[config.mk]
export PLATFORM = sky130hd
export DESIGN_NAME = tlul_reg_responder
export DESIGN_NICKNAME = d
export VERILOG_FILES = /design/src/rtl/tlul_pkg.sv /design/src/rtl/tlul_reg_pkg.sv /design/src/rtl/tlul_req_check.sv /design/src/rtl/tlul_reg_responder.sv
export SDC_FILE = /design/constraint.sdc
export NUM_CORES = 1
export LEC_CHECK = 0
export ABC_AREA = 1
export CAP_MARGIN = 20
export CORE_ASPECT_RATIO = 2
export CORE_MARGIN = 2
export CORE_UTILIZATION = 43
export CTS_CLUSTER_SIZE = 8
export DETAILED_ROUTE_END_ITERATION = 6
export PLACE_DENSITY = 0.86
export SETUP_SLACK_MARGIN = 0.1
export SYNTH_ARGS = -nofsm -noshare
export SYNTH_HDL_FRONTEND = slang
export SYNTH_SLANG_ARGS = --single-unit
[constraint.sdc]
create_clock -name clk_i -period 2.25 [get_ports clk_i]
set_clock_uncertainty 0.05 [all_clocks]
set_input_delay 0.45 -clock clk_i [delete_from_list [all_inputs] [get_ports clk_i]]
set_output_delay 0.45 -clock clk_i [all_outputs]
set_load 0.03 [all_outputs]
[src/rtl/tlul_pkg.sv]
// Minimal TL-UL bus types shared by crossbar sockets and device endpoints.
// Single-beat, 32-bit data, 8-bit source id.
package tlul_pkg;

  localparam logic [2:0] PutFullData    = 3'h0;
  localparam logic [2:0] PutPartialData = 3'h1;
  localparam logic [2:0] Get            = 3'h4;
  localparam logic [2:0] AccessAck      = 3'h0;
  localparam logic [2:0] AccessAckData  = 3'h1;

  typedef struct packed {
    logic        a_valid;
    logic [2:0]  a_opcode;
    logic [2:0]  a_param;
    logic [1:0]  a_size;
    logic [7:0]  a_source;
    logic [31:0] a_address;
    logic [3:0]  a_mask;
    logic [31:0] a_data;
    logic        d_ready;
  } tl_h2d_t;

  typedef struct packed {
    logic        d_valid;
    logic [2:0]  d_opcode;
    logic [2:0]  d_param;
    logic [1:0]  d_size;
    logic [7:0]  d_source;
    logic [0:0]  d_sink;
    logic [31:0] d_data;
    logic [7:0]  d_user;
    logic        d_error;
    logic        a_ready;
  } tl_d2h_t;

endpackage

[src/rtl/tlul_reg_pkg.sv]
// Shared types and constants for the TL-UL register responder.
// Opcodes alias the bus package so both stay in sync.
package tlul_reg_pkg;

  typedef enum logic [1:0] {
    IDLE,
    ACCESS,
    RESP
  } state_e;

  localparam logic [2:0] OpPutFull = tlul_pkg::PutFullData;
  localparam logic [2:0] OpPutPart = tlul_pkg::PutPartialData;
  localparam logic [2:0] OpGet     = tlul_pkg::Get;
  localparam logic [2:0] OpAck     = tlul_pkg::AccessAck;
  localparam logic [2:0] OpAckData = tlul_pkg::AccessAckData;

  localparam logic [31:0] ErrData = 32'hFFFF_FFFF;

  // Byte lanes touched by an access of 2^size bytes at offset off.
  function automatic logic [3:0] cover_mask(
    input logic [1:0] size,
    input logic [1:0] off
  );
    logic [3:0] m;
    case (size)
      2'd0:    m = 4'b0001 << off;
      2'd1:    m = off[1] ? 4'b1100 : 4'b0011;
      default: m = 4'b1111;
    endcase
    return m;
  endfunction

endpackage

[src/rtl/tlul_req_check.sv]
// Combinational legality check of a TL-UL A-channel request
// against a register window of RegBytes bytes.
module tlul_req_check
  import tlul_reg_pkg::*;
#(
  parameter int AW       = 8,
  parameter int RegBytes = 64
) (
  input  logic [2:0]    i_opcode,
  input  logic [1:0]    i_size,
  input  logic [AW-1:0] i_addr,
  input  logic [3:0]    i_mask,
  output logic          o_err
);

  logic [3:0] w_cover;
  logic       w_bad_op;
  logic       w_bad_size;
  logic       w_misalign;
  logic       w_mask_out;
  logic       w_full_mis;
  logic       w_range;

  assign w_cover = cover_mask(i_size, i_addr[1:0]);

  assign w_bad_op = !(i_opcode inside
    {OpGet, OpPutFull, OpPutPart});

  assign w_bad_size = i_size > 2'd2;

  always_comb begin
    w_misalign = 1'b0;
    unique case (1'b1)
      (i_size == 2'd1): w_misalign = i_addr[0];
      (i_size == 2'd2): w_misalign = |i_addr[1:0];
      default:          w_misalign = 1'b0;
    endcase
  end

  assign w_mask_out = |(i_mask & ~w_cover);

  assign w_full_mis = (i_opcode == OpPutFull)
                    && (i_mask != w_cover);

  assign w_range = 32'(i_addr) >= 32'(RegBytes);

  assign o_err = w_bad_op | w_bad_size | w_misalign
               | w_mask_out | w_full_mis | w_range;

endmodule

[src/rtl/tlul_reg_responder.sv]
// TL-UL device endpoint turning one A request into one register
// access and exactly one D response; one transaction in flight.
module tlul_reg_responder
  import tlul_reg_pkg::*;
#(
  parameter int AW       = 8,
  parameter int RegBytes = 64,
  parameter int Timeout  = 16
) (
  input  logic              clk_i,
  input  logic              rst_ni,
  input  tlul_pkg::tl_h2d_t tl_i,
  output tlul_pkg::tl_d2h_t tl_o,
  output logic              reg_req_o,
  output logic              reg_we_o,
  output logic [AW-1:0]     reg_addr_o,
  output logic [31:0]       reg_wdata_o,
  output logic [3:0]        reg_be_o,
  input  logic              reg_ready_i,
  input  logic [31:0]       reg_rdata_i,
  input  logic              reg_error_i
);

  state_e r_state;
  state_e w_state_nxt;

  logic [2:0]    r_opcode;
  logic [1:0]    r_size;
  logic [7:0]    r_source;
  logic [AW-1:0] r_addr;
  logic [3:0]    r_mask;
  logic [31:0]   r_data;
  logic [31:0]   r_rdata;
  logic          r_err;
  logic [7:0]    r_cnt;

  logic w_chk_err;
  logic w_a_fire;
  logic w_timeout;
  logic w_is_get;
  logic w_a_ready;
  logic w_d_valid;
  logic w_req;
  logic w_unused_tl;

  tlul_req_check #(
    .AW       (AW),
    .RegBytes (RegBytes)
  ) u_check (
    .i_opcode (tl_i.a_opcode),
    .i_size   (tl_i.a_size),
    .i_addr   (tl_i.a_address[AW-1:0]),
    .i_mask   (tl_i.a_mask),
    .o_err    (w_chk_err)
  );

  assign w_unused_tl = ^{tl_i.a_param, tl_i.a_address};

  assign w_a_fire = (r_state == IDLE) & tl_i.a_valid;

  assign w_timeout = (r_state == ACCESS) & ~reg_ready_i
                   & (r_cnt == 8'(Timeout - 1));

  always_ff @(posedge clk_i or negedge rst_ni) begin
    if (!rst_ni) r_state <= IDLE;
    else         r_state <= w_state_nxt;
  end

  always_comb begin
    w_state_nxt = r_state;
    w_a_ready   = 1'b0;
    w_d_valid   = 1'b0;
    w_req       = 1'b0;
    unique case (r_state)
      IDLE: begin
        w_a_ready = 1'b1;
        if (tl_i.a_valid)
          w_state_nxt = w_chk_err ? RESP : ACCESS;
      end
      ACCESS: begin
        w_req = 1'b1;
        if (reg_ready_i || w_timeout)
          w_state_nxt = RESP;
      end
      RESP: begin
        w_d_valid = 1'b1;
        if (tl_i.d_ready)
          w_state_nxt = IDLE;
      end
      default: w_state_nxt = IDLE;
    endcase
  end

  always_ff @(posedge clk_i or negedge rst_ni) begin
    if (!rst_ni) begin
      r_opcode <= '0;
      r_size   <= '0;
      r_source <= '0;
      r_addr   <= '0;
      r_mask   <= '0;
      r_data   <= '0;
      r_rdata  <= '0;
      r_err    <= 1'b0;
    end else begin
      if (w_a_fire) begin
        r_opcode <= tl_i.a_opcode;
        r_size   <= tl_i.a_size;
        r_source <= tl_i.a_source;
        r_addr   <= tl_i.a_address[AW-1:0];
        r_mask   <= tl_i.a_mask;
        r_data   <= tl_i.a_data;
        r_rdata  <= '0;
        r_err    <= w_chk_err;
      end
      if (r_state == ACCESS) begin
        if (reg_ready_i) begin
          r_rdata <= reg_rdata_i;
          r_err   <= reg_error_i;
        end else if (w_timeout) begin
          r_rdata <= '0;
          r_err   <= 1'b1;
        end
      end
    end
  end

  // Counts unanswered ACCESS cycles; zero whenever not waiting.
  always_ff @(posedge clk_i or negedge rst_ni) begin
    if (!rst_ni)
      r_cnt <= '0;
    else if ((r_state == ACCESS) && !reg_ready_i && !w_timeout)
      r_cnt <= r_cnt + 8'd1;
    else
      r_cnt <= '0;
  end

  assign w_is_get = (r_opcode == OpGet);

  assign reg_req_o   = w_req;
  assign reg_we_o    = ~w_is_get;
  assign reg_addr_o  = {r_addr[AW-1:2], 2'b00};
  assign reg_wdata_o = r_data;
  assign reg_be_o    = r_mask;

  always_comb begin
    tl_o          = '0;
    tl_o.a_ready  = w_a_ready;
    tl_o.d_valid  = w_d_valid;
    tl_o.d_opcode = w_is_get ? OpAckData : OpAck;
    tl_o.d_size   = r_size;
    tl_o.d_source = r_source;
    tl_o.d_error  = r_err;
    tl_o.d_data   = w_is_get ? (r_err ? ErrData : r_rdata)
                             : 32'h0;
  end

endmodule

==> impl_metrics.env, run 1 <==
export IMPL_drive_gt1_share_pct=10.1
export IMPL_muxShareOfSynthArea_pct=0
export IMPL_ys_ff_latch=98
export IMPL_initial_core_util_pct=44.1
export IMPL_irDropWorstVdd_mv=0.697
export IMPL_cts_root_buf="clkbuf_16"
export IMPL_portBuffers=184
export IMPL_drt_iter0_drc=197
export IMPL_fp_dieArea_sq_mm=0.0113
export IMPL_area_delta_synth_final_pct=48.4
export IMPL_yosysTopAreaCellShare_pct=54.8
export IMPL_critPathArrivalTime_ns=2.19
export IMPL_wirelength_um=11900
export IMPL_clk_latency_ns=0.33
export IMPL_die_h_um=148
export IMPL_cts_made_buffers=9
export IMPL_rsz0062_at_grt="false"
export IMPL_routedWlPerCell_um=13.7
export IMPL_clock_sinks=98
export IMPL_syn_inst=549
export IMPL_worstMarginPinSlew_ns=0.606
export IMPL_yosys_area_share_adder_pct=2.80
export IMPL_synth_xor_area_share_pct=0.392
export IMPL_r2r_slack_ns=0.55
export IMPL_dp_hpwl_um=9000
export IMPL_postSynthAreaPerCell_sq_um=8.15
export IMPL_period_share_pct=89.7
export IMPL_routabilityCongestion=0.818
export IMPL_synthSimpleGateAreaFrac_pct=22.4
export IMPL_instances_no_fill=869
export IMPL_drtAntennaViolNets=0
export IMPL_clock_path_buffers=2
export IMPL_cts_max_level=3
export IMPL_antenna_found_initial=0
export IMPL_slew_headroom_pct=59.6
export IMPL_cts_tree="done"
export IMPL_fp_coreArea_sq_mm=0.0101
export IMPL_holdCritPathClass="input port to async pin"
export IMPL_p_total_w=0.00606
export IMPL_track_usage_pct=21.1
export IMPL_max_freq_mhz=496
export IMPL_viasPerCell=4.82
export IMPL_grt_first_pass_wirelength_um=19200
export IMPL_slew_violations=0
export IMPL_crit_chain="clkdlybuf4s50_1 > inv_1 > nand2_1 > a21boi_1 > ha_1 > nand2_1 > o21ai_2 > nand2_1 > nor2_2 > nand2_1 > nand2_1 > inv_1"
export IMPL_diodes=0
export IMPL_dp_cells=853
export IMPL_grt_overflow=0
export IMPL_grt_max_degree=55
export IMPL_pin_count=228
export IMPL_crit_top_cell="nand2_1"
export IMPL_crit_path_end_kind="flop"
export IMPL_setup_slack_ns=0.232
export IMPL_reg2reg_to="r_rdata[21]"
export IMPL_layout_min_cycle_time_ns=2.02
export IMPL_p_leak_nw=3.28
export IMPL_setup_viol=0
export IMPL_hold_viol_final=0
export IMPL_crit_end="r_state[1]"
export IMPL_synth_compound_area_share_pct=8.98
export IMPL_power_density_mw_per_mm2=912
export IMPL_slowest_stage="clkdlybuf4s50_1"
export IMPL_rows=52
export IMPL_critical_path_required_ns=2.43
export IMPL_crit_fanout=4
export IMPL_yosysTopAreaCell="dfrtp_1"
export IMPL_drc=0
export IMPL_pre_cts_ws_ns=-0.535
export IMPL_status="completed"
export IMPL_clk_pin_slew_ns=0.07
export IMPL_critPathKind="input port to flop"
export IMPL_seq_area_frac_synth_pct=54.8
export IMPL_rr_worst_depth=7
export IMPL_dr_pass1_iters=5
export IMPL_fin_nets=861
export IMPL_dr_total_vias=4192
export IMPL_start_kind="input port"
export IMPL_synthTopCellsByArea="dfrtp_1, nand2_1, inv_1"
export IMPL_synth_top_family_by_area="simple AND/OR/NAND/NOR gates"
export IMPL_ys_types=22
export IMPL_die_x_um=76.1
export IMPL_crit_path_start="tl_i[38]"
export IMPL_regToRegStartpoint="r_cnt[0]"
export IMPL_syn_area_sq_mm=0.00447
export IMPL_cap_violations=0
export IMPL_grt_pass1_vias=4208
export IMPL_yosysWarnings=0
export IMPL_slowest_delay_ns=0.47
-- registers in the layout (all words and copies together) (netlist names) --
register / count
r_state: 2
reg_wdata_o: 32
r_source: 8
r_err: 1
r_size: 2
r_rdata: 32
reg_be_o: 4
r_opcode: 3
r_cnt: 8
r_addr: 6
-- worst min path at each step --
stage,slack [ns],from,endpoint,depth (start not counted)
2_1_floorplan,0.10,rst_ni,r_addr[2],0
3_3_place_gp,0.39,r_cnt[0],r_cnt[0],1
3_5_place_dp,0.41,r_cnt[0],r_cnt[0],1
4_1_cts,0.08,rst_ni,r_rdata[30],1
5_1_grt,0.10,rst_ni,r_rdata[23],1
6_report,0.06,rst_ni,r_rdata[23],1
-- routing by layer --
metal,part of all wire (%),global-route usage [%],up-vias
met3,5.9,5.16,35
met2,53,38.8,198
li1,-,-,2003
met4,3.9,10.1,0
met5,0,0,-
met1,37,22.6,1956
-- through the flow --
step / utilization (%) / cell area [sq um] / setup TNS (ns) / hold WS, ns
final: 65.4 / 6640 / 0 / 0.0632
after CTS: 65.3 / 6630 / 0 / 0.0828
after detailed placement: 62.4 / 6330 / -1.37 / 0.408
after global placement: 62.4 / 6330 / -0.781 / 0.393
after floorplan: - / 4530 / 0 / 0.104
after global routing: 65.4 / 6640 / 0 / 0.104
-- where the power goes --
part | leakage, nW | internal (W) | switching [W]
Clock | 0.136 | 0.000786 | 0.000646
Combinational | 1.87 | 0.000939 | 0.00149
Sequential | 1.27 | 0.00204 | 0.000160
Total | 3.28 | 0.00376 | 0.00230
-- kinds of logic after synthesis --
kind of cell,Yosys count
xor+xnor,2
flops,98
compound gates,77
fa+ha+maj,10
simple gates,259
buf+inv,102
other cells,1
-- critical path, delay by kind of cell --
kind / cells / cell delay [ns]
compound gates: 2 / 0.32
fa+ha+maj: 1 / 0.29
buf+inv: 3 / 0.65
simple gates: 6 / 0.48
-- cells in the mapped netlist --
cell	instances
inv_1	58
nand4_1	1
a32o_1	2
xnor2_1	1
dfrtp_1	98
buf_4	20
nor2_1	27
a21boi_0	1
xor2_1	1
inv_2	1
o21ai_0	33
nor3_4	1
nand3_1	8
nand2_1	221
a32oi_1	1
ha_1	10
clkbuf_1	14
nor3_2	1
conb_1	1
a21oi_1	35
buf_2	9
o21ai_1	5
-- cell usage in the layout (no fill, tap or decap), types with 2 or more instances in the layout --
cell type	netlist	routed
clkinv_4	0	2
conb_1	1	16
nor2_1	27	26
buf_4	20	46
o21ai_0	33	32
dlygate4sd2_1	0	4
nor3_4	1	2
a32o_1	2	2
ha_1	10	8
inv_1	58	56
clkbuf_16	0	9
nand3_1	8	8
nand2_1	221	220
a21oi_1	35	34
buf_12	0	2
dfrtp_1	98	98
inv_2	1	3
o21ai_1	5	5
clkdlybuf4s50_1	0	144
-- cell type report --
cell class / count / area [sq um]
Multi-Input combinational cell: 364 / 1640
Fill cell: 839 / 3510
Clock buffer: 11 / 243
Sequential cell: 98 / 2450
Tap cell: 135 / 169
Inverter: 59 / 221
Timing Repair Buffer: 197 / 1870
Clock inverter: 5 / 38.8
-- repair_timing --
item	CTS	global route
hold buffers	0	0
resized for setup	12	4
setup endpoints to repair	6	4
pin swaps	0	4
setup buffers	0	0
endpoints found under the hold margin	0	0
No activity file was read; power rests on OpenSTA's default activity.
==> inputs of run 2 (changes only) <==
--- a/config.mk
+++ b/config.mk
@@ -12,8 +12,11 @@
 export CORE_UTILIZATION = 43
 export CTS_CLUSTER_SIZE = 8
 export DETAILED_ROUTE_END_ITERATION = 6
+export GPL_ROUTABILITY_DRIVEN = 0
+export HOLD_SLACK_MARGIN = 0.03
 export PLACE_DENSITY = 0.86
 export SETUP_SLACK_MARGIN = 0.1
+export SKIP_CTS_REPAIR_TIMING = 1
 export SYNTH_ARGS = -nofsm -noshare
 export SYNTH_HDL_FRONTEND = slang
 export SYNTH_SLANG_ARGS = --single-unit
==> run 2 against run 1 <==
Net effect:
- die area is the same
- sequential power is essentially flat
- via count shrank 0.17%
- critical path depth is the same
- flip-flop and latch count stayed put
- design area grew 0.19%
- combinational power about the same
- non-clock buffer count stayed put
- fmax down 0.17%
- power hardly changed
- register-to-register slack hardly changed
==> impl_metrics.env, run 2 (synthesized netlist as in run 1, its figures left out) <==
export IMPL_status="completed"
export IMPL_max_freq_mhz=495
export IMPL_drtAntennaViolNets=0
export IMPL_p_leak_nw=3.32
export IMPL_dr_total_vias=4185
export IMPL_diodes=0
export IMPL_mostFrequentLayoutCell="nand2_1"
export IMPL_grt_pass1_vias=4191
export IMPL_switchingPower_w=0.00229
export IMPL_clk_pin_slew_ns=0.07
export IMPL_grt_overflow=0
export IMPL_critPathKind="input port to flop"
export IMPL_pre_cts_ws_ns=-0.535
export IMPL_pin_count=228
export IMPL_drive_gt1_share_pct=9.81
export IMPL_setup_slack_ns=0.229
export IMPL_crit_path_start="tl_i[38]"
export IMPL_critical_path_required_ns=2.43
export IMPL_combPwrFrac_pct=40.2
export IMPL_viasPerCell=4.82
export IMPL_antenna_found_initial=0
export IMPL_power_density_mw_per_mm2=911
export IMPL_start_kind="input port"
export IMPL_clock_path_buffers=2
export IMPL_area_delta_synth_final_pct=48.7
export IMPL_dr_pass1_iters=5
export IMPL_portBuffers=184
export IMPL_worstMarginPinSlew_ns=0.604
export IMPL_die_x_um=76.1
export IMPL_sequentialPowerShare_pct=36.2
export IMPL_crit_fanout=4
export IMPL_drt_iter0_drc=202
export IMPL_clk_latency_ns=0.33
export IMPL_rr_worst_depth=7
export IMPL_grt_first_pass_wirelength_um=19100
export IMPL_layout_min_cycle_time_ns=2.02
export IMPL_p_total_w=0.00606
export IMPL_holdCritPathClass="input port to async pin"
export IMPL_slew_violations=0
export IMPL_grt_max_degree=55
export IMPL_wirelength_um=11800
export IMPL_cts_max_level=3
export IMPL_setup_viol=0
export IMPL_cap_violations=0
export IMPL_switching_share_pct=37.8
export IMPL_rsz0062_at_grt="false"
export IMPL_track_usage_pct=21.0
export IMPL_cts_made_buffers=9
export IMPL_period_share_pct=89.8
export IMPL_die_h_um=148
export IMPL_cts_tree="done"
export IMPL_rows=52
export IMPL_p_clk_share_pct=23.6
export IMPL_fin_nets=861
export IMPL_initial_core_util_pct=44.1
export IMPL_irDropWorstVdd_mv=0.697
export IMPL_critPathArrivalTime_ns=2.20
export IMPL_hold_viol_final=0
export IMPL_drc=0
export IMPL_placed_cell_area_sq_mm=0.00633
export IMPL_mostFrequentLayoutCells="nand2_1, clkdlybuf4s50_1, dfrtp_1"
export IMPL_stdcell_area_sq_mm=0.00665
export IMPL_routedWlPerCell_um=13.6
export IMPL_slew_headroom_pct=59.7
export IMPL_regToRegStartpoint="r_cnt[0]"
export IMPL_fp_coreArea_sq_mm=0.0101
export IMPL_cts_root_buf="clkbuf_16"
export IMPL_post_route_util_pct=65.5
export IMPL_dp_hpwl_um=9000
export IMPL_clock_sinks=98
export IMPL_p_int_w=0.00377
export IMPL_crit_path_end_kind="flop"
export IMPL_fp_dieArea_sq_mm=0.0113
[run 2: changes by cell type in the layout (fill, tap and decap cells not counted), sizes merged]
cell / previous run / this run
dlymetal6s2s: 1 / 5
dlygate4sd2: 4 / 0
[run 2: worst paths after layout]
path	endpoint	slack (ns)
max in group asynchronous	r_cnt[4]	1.43
min in group clk_i	r_cnt[0]	0.42
hold reg to reg	r_cnt[0]	0.42
setup / recovery	r_state[1]	0.23
setup reg to reg	r_rdata[21]	0.54
hold / removal	r_rdata[23]	0.06
[run 2: power by group through the flow]
stage               combinational, W  clock, W  sequential, W
floorplan                   0.000858         0        0.00271
global route                 0.00258   0.00157        0.00223
detailed placement           0.00244         0        0.00222
CTS                          0.00245   0.00148        0.00220
finish                       0.00243   0.00143        0.00220
global placement             0.00240         0        0.00221
[run 2: per-stage QoR]
step	instances	setup TNS, ns	hold WS (ns)
after floorplan	564	0	0.104
final	869	0	0.0618
after CTS	869	-0.387	0.0828
after global placement	853	-0.781	0.393
after global routing	869	0	0.104
after detailed placement	853	-1.37	0.408
[run 2: worst max-delay path, stage by stage]
cell             delay [ns]
clkdlybuf4s50_1        0.47
inv_1                  0.14
nand2_1                0.11
a21boi_1               0.16
ha_1                   0.29
nand2_1                0.07
o21ai_2                0.16
nand2_1                0.08
nor2_2                 0.10
nand2_1                0.06
nand2_1                0.06
inv_1                  0.04
[run 2: layout make-up]
class	count	area, sq um
Tap cell	135	169
Timing Repair Buffer	197	1890
Fill cell	830	3500
Clock inverter	5	38.8
Multi-Input combinational cell	364	1640
Clock buffer	11	243
Sequential cell	98	2450
Inverter	59	221
[run 2: routing by layer]
metal	vias to the layer above	global-route usage [%]	wire length, um
met5	-	0	0
met4	0	10.0	461
met3	35	5.16	736
met2	203	38.5	6300
met1	1944	22.6	4340
li1	2003	-	-
